[config.mk]
export PLATFORM = sky130hd
export DESIGN_NAME = pipe_ctrl
export DESIGN_NICKNAME = d
export VERILOG_FILES = /design/src/rtl/pipe_ctrl_pkg.sv /design/src/rtl/pipe_ctrl_md_timer.sv /design/src/rtl/pipe_ctrl.sv
export SDC_FILE = /design/constraint.sdc
export NUM_CORES = 1
export LEC_CHECK = 0
export ABC_AREA = 1
export BUFFER_PORTS_ARGS = -buffer_cell sky130_fd_sc_hd__buf_2
export CORE_MARGIN = 1.5
export CORE_UTILIZATION = 59
export DETAILED_ROUTE_END_ITERATION = 7
export PLACE_DENSITY_LB_ADDON = 0.1
export SLEW_MARGIN = 0
export SYNTH_ARGS = -nofsm -noshare
export SYNTH_HDL_FRONTEND = slang
export SYNTH_SLANG_ARGS = --single-unit
[constraint.sdc]
create_clock -name clk -period 6.3 [get_ports clk]
set_clock_uncertainty 0.15 [all_clocks]
set_input_delay 1.26 -clock clk [delete_from_list [all_inputs] [get_ports clk]]
set_output_delay 1.26 -clock clk [all_outputs]
set_load 0.01 [all_outputs]
[src/rtl/pipe_ctrl_pkg.sv]
// Shared encodings for the pipeline control block:
// FSM states, PC select codes, multiply/divide latencies and the handler address.
package pipe_ctrl_pkg;

    typedef enum logic {
        RUN   = 1'b0,
        GUARD = 1'b1
    } state_e;

    localparam logic [1:0] PC_SEQ     = 2'd0;
    localparam logic [1:0] PC_HANDLER = 2'd1;
    localparam logic [1:0] PC_EPC     = 2'd2;

    localparam logic [3:0] MD_LAT_MULT = 4'd5;
    localparam logic [3:0] MD_LAT_DIV  = 4'd10;

    localparam logic [31:0] HANDLER_ADDR = 32'h0000_4180;

    localparam logic [31:0] STALL_CNT_MAX = 32'hFFFF_FFFF;

endpackage

[src/rtl/pipe_ctrl_md_timer.sv]
// Busy window of the multi-cycle HI/LO unit: loads its latency on an
// accepted start and counts down to idle; a flush never cancels a running count.
module md_timer
    import pipe_ctrl_pkg::*;
(
    input  logic clk,
    input  logic rst_n,
    input  logic start_i,
    input  logic type_i,
    input  logic flush_i,
    output logic busy_o
);

    logic [3:0] md_cnt_q;
    logic [3:0] md_cnt_d;
    logic       accept;

    assign busy_o = (md_cnt_q != 4'd0);
    assign accept = start_i && !busy_o && !flush_i;

    always_comb begin
        md_cnt_d = md_cnt_q;
        if (accept) begin
            md_cnt_d = type_i ? MD_LAT_DIV : MD_LAT_MULT;
        end else if (busy_o) begin
            md_cnt_d = md_cnt_q - 4'd1;
        end
    end

    always_ff @(posedge clk or negedge rst_n) begin
        if (!rst_n) begin
            md_cnt_q <= 4'd0;
        end else begin
            md_cnt_q <= md_cnt_d;
        end
    end

endmodule

[src/rtl/pipe_ctrl.sv]
// Hazard detection, stall/flush generation and exception/eret redirect
// for a 5-stage pipeline, plus a saturating stall-cycle counter.
module pipe_ctrl
    import pipe_ctrl_pkg::*;
(
    input  logic        clk,
    input  logic        reset,
    input  logic [4:0]  d_rs,
    input  logic [4:0]  d_rt,
    input  logic [1:0]  d_tuse_rs,
    input  logic [1:0]  d_tuse_rt,
    input  logic [4:0]  e_wa,
    input  logic [4:0]  m_wa,
    input  logic [1:0]  e_tnew,
    input  logic [1:0]  m_tnew,
    input  logic        d_md,
    input  logic        e_md_start,
    input  logic        e_md_type,
    input  logic        exc_req,
    input  logic        eret_m,
    output logic        noen_pc,
    output logic        noen_d,
    output logic        flush_e,
    output logic        flush_all,
    output logic [1:0]  pc_sel,
    output logic        md_busy,
    output logic [31:0] stall_cnt
);

    state_e      state_q;
    logic [31:0] stall_cnt_q;
    logic        hazard_rs;
    logic        hazard_rt;
    logic        hazard_md;
    logic        stall;
    logic        run;
    logic        exc_take;
    logic        eret_take;
    logic        hold;

    assign hazard_rs = (d_rs != 5'd0) &&
                       (((e_wa == d_rs) && (e_tnew > d_tuse_rs)) ||
                        ((m_wa == d_rs) && (m_tnew > d_tuse_rs)));
    assign hazard_rt = (d_rt != 5'd0) &&
                       (((e_wa == d_rt) && (e_tnew > d_tuse_rt)) ||
                        ((m_wa == d_rt) && (m_tnew > d_tuse_rt)));
    assign hazard_md = d_md && (md_busy || e_md_start);
    assign stall     = hazard_rs || hazard_rt || hazard_md;

    // Outputs are combinational in the inputs, so gate them with reset
    // to keep them quiet while reset is held.
    assign run       = (state_q == RUN) && reset;
    assign exc_take  = run && exc_req;
    assign eret_take = run && eret_m && !exc_req;
    assign flush_all = exc_take || eret_take;
    assign hold      = stall && !flush_all && reset;

    assign noen_pc   = hold;
    assign noen_d    = hold;
    assign flush_e   = hold;
    assign pc_sel    = exc_take  ? PC_HANDLER :
                       eret_take ? PC_EPC     : PC_SEQ;
    assign stall_cnt = stall_cnt_q;

    md_timer u_md_timer (
        .clk     (clk),
        .rst_n   (reset),
        .start_i (e_md_start),
        .type_i  (e_md_type),
        .flush_i (flush_all),
        .busy_o  (md_busy)
    );

    always_ff @(posedge clk or negedge reset) begin
        if (!reset) begin
            state_q     <= RUN;
            stall_cnt_q <= 32'd0;
        end else begin
            unique case (state_q)
                RUN:     if (flush_all) state_q <= GUARD;
                GUARD:   state_q <= RUN;
                default: state_q <= RUN;
            endcase
            if (noen_pc && (stall_cnt_q != STALL_CNT_MAX)) begin
                stall_cnt_q <= stall_cnt_q + 32'd1;
            end
        end
    end

endmodule

==> results.toml, run 1 <==
[status]
outcome = "completed"

[clock_network]
clk_path_buf_depth = 2
cts_resized = 0
cts_setup_buffers = 0
cts_hold_buf = 0
clk_pin_slew_ns = 0.07
numCtsBuffers = 5
cts_root_buf = "clkbuf_8"
clk_latency_ns = 0.29
cts_tree = "built"
htree_levels = 2
cts.sinks = 37

[routing]
wl_um = 7620
initialDrtViolationCount = 192
ant_nets = 0
drt-vias-per-instance = 5.11
wl_per_cell_um = 11.9
dr.pass1.iters = 4
vias = 3268
drc = 0

[floorplanning]
core_um2 = 5170
die_w_um = 76.7
rows = 26
die_y_um = 76.7
start_util_pct = 62.0
dieArea_um2 = 5890
ioPinCount = 74

[worst_hold_path]
min-delay-path-class = "register to register"

[timing]
rsz0062_at_grt = "false"
period_needed_ns = 4.51
slew_headroom_pct = 44.5
max_clock_freq_ghz = 0.222
tns_ns = 0
tightestPinTransition_ns = 0.833
setup_violations = 0
period_share_pct = 71.6
timing_hold_violations_final = 0
timing.final.ws_setup_ns = 1.79
slew_violations = 0
whs_ns = 0.395

[synth]
synth_cell_types = 32
postSynthCellCount = 502
netlist_area_um2 = 3210
synth-seq-cells = 37
avgSynthCellArea_um2 = 6.39
yosysWarnings = 0
syn_nets = 548
yosysSeqAreaShare_pct = 28.9

[worst_setup_path]
path_class = "primary input to primary output"
crit_required_ns = 4.89
cp-end-kind = "primary output"
worstPathArrival_ns = 3.10
startpoint_type = "primary input"
path_max_fanout = 45

[layout]
num-fill-cells = 478
seq_area_um2 = 926
final_area_um2 = 3700
multi_input_area_um2 = 1920
drive_gt1_share_pct = 19.6
syn_to_final_growth_pct = 15.3
final_nets = 615
layout_common_cells = "nand2_1, buf_2, inv_1"
mostFrequentLayoutCell = "nand2_1"
diodes = 0

[place]
dp_slack_ns = 1.76
dpl.hpwl_um = 5810
postPlaceCellArea_um2 = 3580
place_congestion = 0.919
port_buffers = 73

[flow_run]
maxCapViolations = 0

[grt]
grt_pass1_wl_um = 13500
grt_pass1_vias = 3067
grt_usage_pct = 27.8
grt_max_degree = 46
grt-ovfl-total = 0
antenna_found_initial = 0

[power]
peakVddDrop_mv = 0.129
finalPower_uw = 718
p_leak_nw = 2.06
powerDensity_nw_per_um2 = 194
-- routing by layer --
metal	GRT usage (%)	routed length, um	part of all wire (%)	vias to the layer above
met4	6.85	47	0.62	0
li1	-	-	-	1718
met3	3.81	392	5.1	6
met1	36.9	3640	48	1468
met5	0	0	0	-
met2	47.5	3550	46	76
-- worst max-delay path, cell delays in order --
cell,delay [ns]
buf_2,0.63
inv_2,0.09
or2_1,0.29
a21oi_2,0.18
nor2_2,0.04
buf_4,0.26
nand2_1,0.12
inv_1,0.06
buf_2,0.14
-- final timing paths --
path                            cells after the start                                from                            endpoint  slack, ns
worst min-delay path                                2           stall_cnt[16]$_DFFE_PN0P_           stall_cnt[16]$_DFFE_PN0P_       0.39
max in group asynchronous                           1                               reset           stall_cnt[19]$_DFFE_PN0P_       4.56
min in group asynchronous                           1                               reset  u_md_timer.md_cnt_q[3]$_DFFE_PN0P_       0.92
worst max register to register                      9  u_md_timer.md_cnt_q[0]$_DFFE_PN0P_           stall_cnt[11]$_DFFE_PN0P_       3.75
worst min register to register                      2           stall_cnt[16]$_DFFE_PN0P_           stall_cnt[16]$_DFFE_PN0P_       0.39
worst max-delay path                                9                               reset                             flush_e       1.79
-- cells in the mapped netlist --
cell type / number / area share, %
nand2_4: 1 / 0.35
nor2_1: 47 / 5.5
buf_8: 1 / 0.47
buf_2: 6 / 0.94
nand3b_1: 6 / 1.4
and2_1: 1 / 0.20
buf_6: 1 / 0.35
dfrtp_1: 37 / 29
inv_1: 69 / 8.1
clkbuf_1: 4 / 0.47
nand3_4: 1 / 0.55
buf_4: 3 / 0.70
nand3_1: 35 / 5.5
ha_1: 11 / 4.3
inv_2: 2 / 0.23
nand2_2: 13 / 2.5
o21ai_0: 6 / 0.94
nor3_1: 10 / 1.6
nand3_2: 2 / 0.62
clkinv_1: 1 / 0.12
nand2_1: 172 / 20
xor2_1: 11 / 3.0
or2_1: 1 / 0.20
a21oi_1: 6 / 0.94
nor3_2: 2 / 0.62
nor2_2: 5 / 0.98
nor2_4: 3 / 1.1
o211ai_1: 1 / 0.23
nand4_1: 35 / 6.8
xnor2_1: 7 / 1.9
a21boi_0: 1 / 0.23
a21oi_2: 1 / 0.27
-- stage by stage --
| stage | util [%] | cells |
|---|---|---|
| global placement | 69.3 | 632 |
| finish | 71.5 | 640 |
| detailed placement | 69.3 | 632 |
| floorplan | - | 502 |
| global route | 71.5 | 640 |
| CTS | 71.5 | 640 |
-- kinds of logic after synthesis --
group                    count (synthesis)  synth area share (%)
AND/OR/NAND/NOR                        334                  48.0
AO/OA/AOI/OAI                           15                  2.61
adder cells (fa/ha/maj)                 11                  4.29
flip-flops                              37                  28.9
buffers and inverters                   87                  11.3
XOR/XNOR                                18                  4.91
-- area by class of cell --
cell class                 instances  area share, %
tap                               70           2.37
timing repair buffer              75           10.3
inverter                          72           7.31
multi-input combinational        378           51.9
clock buffer                       7           2.33
clock inverter                     1          0.812
sequential                        37           25.0
-- sequential cells by signal (all words and copies together) (netlist names) --
register and count:
stall_cnt 32, state_q 1, u_md_timer.md_cnt_q 4
-- report_power, final --
part           switching (mW)  total (mW)  leakage [nW]  internal, mW
sequential             0.0270       0.293         0.502         0.266
combinational           0.131       0.212          1.50        0.0803
clock                  0.0851       0.214        0.0585         0.129
No activity file was read; power rests on OpenSTA's default activity.
==> run 2: changes to the inputs <==
--- a/config.mk
+++ b/config.mk
@@ -8,7 +8,7 @@
 export ABC_AREA = 1
 export BUFFER_PORTS_ARGS = -buffer_cell sky130_fd_sc_hd__buf_2
 export CORE_MARGIN = 1.5
-export CORE_UTILIZATION = 59
+export CORE_UTILIZATION = 50
 export DETAILED_ROUTE_END_ITERATION = 7
 export PLACE_DENSITY_LB_ADDON = 0.1
 export SLEW_MARGIN = 0
==> constraint.sdc (replaced) <==
create_clock -name clk -period 4 [get_ports clk]
set_clock_uncertainty 0.15 [all_clocks]
set_input_delay 0.8 -clock clk [delete_from_list [all_inputs] [get_ports clk]]
set_output_delay 0.8 -clock clk [all_outputs]
set_load 0.01 [all_outputs]
==> run 2 against run 1 <==
Against the previous run: wire length increased by 4.2%; final area increased by 0.54%; largest cell class unchanged; sequential power up 57%; via count is 1.4% higher; sequential share of layout area fell by 0.13 points; register-to-register slack got worse by 2.3 ns; global-route usage is 3.4 points lower; power up 59%; clock-buffer cell count fell by 1; die area rose by 17%; hold slack got worse by 0.0059 ns; cell count increased by 1.3%.
==> results.toml, run 2 (synthesized netlist as in run 1, its figures left out) <==
[routing]
dr.pass1.iters = 4
vias = 3313
drc = 0
wl_per_cell_um = 12.3
drt-vias-per-instance = 5.11
initialDrtViolationCount = 157
wl_um = 7940
ant_nets = 0

[worst_setup_path]
crit_family = "simple AND/OR/NAND/NOR gates"
crit_start = "d_tuse_rs[1]"
slowest_stage = "ha_1"
startpoint_type = "primary input"
cp_common_cell = "nand2_1"
path_class = "primary input to primary output"
path_max_fanout = 3
timing.critical_path.buf_inv = 4
worstPathArrival_ns = 2.14
crit_required_ns = 3.05
crit_chain = "buf_2 > inv_1 > ha_1 > nand2_1 > o21ai_0 > nor2_1 > nand3_1 > nand2_1 > nand2_1 > nand3_2 > nand2_1 > inv_1 > buf_2"
cp-end-kind = "primary output"
r2r_start = "u_md_timer.md_cnt_q[0]$_DFFE_PN0P_"
slowest_delay_ns = 0.31

[floorplanning]
core_um2 = 6280
die_y_um = 83.1
start_util_pct = 51.1
dieArea_um2 = 6910
ioPinCount = 74
rows = 29
die_w_um = 83.1

[timing]
setup_violations = 0
max_clock_freq_ghz = 0.323
slew_violations = 0
tightestPinTransition_ns = 0.583
timing.final.ws_setup_ns = 0.907
timing_hold_violations_final = 0
tns_ns = 0
rsz0062_at_grt = "false"
slew_headroom_pct = 61.1
period_share_pct = 77.3
period_needed_ns = 3.09

[layout]
layout_common_cells = "nand2_1, buf_2, inv_1"
final_area_um2 = 3720
mostFrequentLayoutCell = "nand2_1"
multi_input_area_um2 = 1920
postLayoutCoreUtil_pct = 59.2
final_nets = 616
largest_register_ffs = 32
drive_gt1_share_pct = 20.0
syn_to_final_growth_pct = 15.9
seq_area_um2 = 926
diodes = 0
num-fill-cells = 648

[grt]
grt_max_degree = 45
antenna_found_initial = 0
grt_pass1_wl_um = 14000
grt_usage_pct = 24.4
grt-ovfl-total = 0
grt_pass1_vias = 3115

[power]
clockPowerShare_pct = 30.7
powerDensity_nw_per_um2 = 307
peakVddDrop_mv = 0.236
p_switching_uw = 394
seqPwrFrac_pct = 40.3
p_leak_nw = 2.07
p_int_uw = 748
p_comb_share_pct = 29.0
switching_share_pct = 34.5

[clock_network]
cts_setup_buffers = 0
numCtsBuffers = 5
cts_resized = 0
clk_latency_ns = 0.29
cts.sinks = 37
cts_tree = "built"
cts_root_buf = "clkbuf_8"
cts_hold_buf = 0
htree_levels = 2
clk_pin_slew_ns = 0.08
clk_path_buf_depth = 2

[place]
port_buffers = 73
dpl.hpwl_um = 6200
place_congestion = 0.872
postPlaceCellArea_um2 = 3600
dp_slack_ns = 0.698

[worst_hold_path]
min-delay-path-class = "register to register"
hp-start = "stall_cnt[30]$_DFFE_PN0P_"

[status]
outcome = "completed"

[flow_run]
maxCapViolations = 0
## run 2: cell types whose count changed in the layout (fill, tap and decap cells not counted)
cell,previous run,this run
buf_4,2,3
clkinvlp_4,0,1
clkbuf_1,1,0
## run 2: through the flow
| stage | hold slack [ns] | power (mW) | std cells |
|---|---|---|---|
| after floorplan | 0.354 | 0.698 | 502 |
| after global placement | 0.360 | 0.788 | 640 |
| after detailed placement | 0.364 | 0.800 | 640 |
| after CTS | 0.391 | 1.15 | 648 |
| after global routing | 0.422 | 1.22 | 648 |
| final | 0.389 | 1.14 | 648 |
## run 2: worst paths after layout
kind                                             end  slack (ns)  cells after the start
min in group asynchronous  stall_cnt[27]$_DFFE_PN0P_        0.50                      2
setup reg to reg            stall_cnt[6]$_DFFE_PN0P_        1.47                      9
hold reg to reg            stall_cnt[30]$_DFFE_PN0P_        0.39                      2
setup / recovery                             flush_e        0.91                     13
max in group asynchronous  stall_cnt[22]$_DFFE_PN0P_        2.85                      2
hold / removal             stall_cnt[30]$_DFFE_PN0P_        0.39                      2
## run 2: routing by layer
layer,GRT usage (%),wire (um),vias to the layer above
met5,0,0,-
met4,6.67,125,0
met3,3.38,306,13
met2,44.1,4030,83
met1,30.5,3480,1491
li1,-,-,1726
## run 2: area by class of cell
type | count | share of cell area, %
Clock inverter | 2 | 1.01
Clock buffer | 6 | 2.22
Sequential cell | 37 | 24.9
Timing Repair Buffer | 76 | 10.4
Multi-Input combinational cell | 378 | 51.6
Tap cell | 77 | 2.59
Inverter | 72 | 7.27
## run 2: power groups by stage
stage               Clock [mW]  Sequential [mW]  Combinational [mW]
floorplan                    0            0.469               0.229
global route             0.368            0.470               0.380
global placement             0            0.466               0.322
detailed placement           0            0.467               0.333
finish                   0.350            0.460               0.331
CTS                      0.356            0.460               0.334
## run 2: worst reg2reg max path: stages, from the launching register on
cell     delay [ns]
dfrtp_1        0.33
inv_1          0.10
ha_1           0.21
nand3_1        0.16
o21ai_0        0.14
nand3_2        0.11
buf_4          0.38
nand3_2        0.57
nand2_1        0.20
nand2_1        0.07
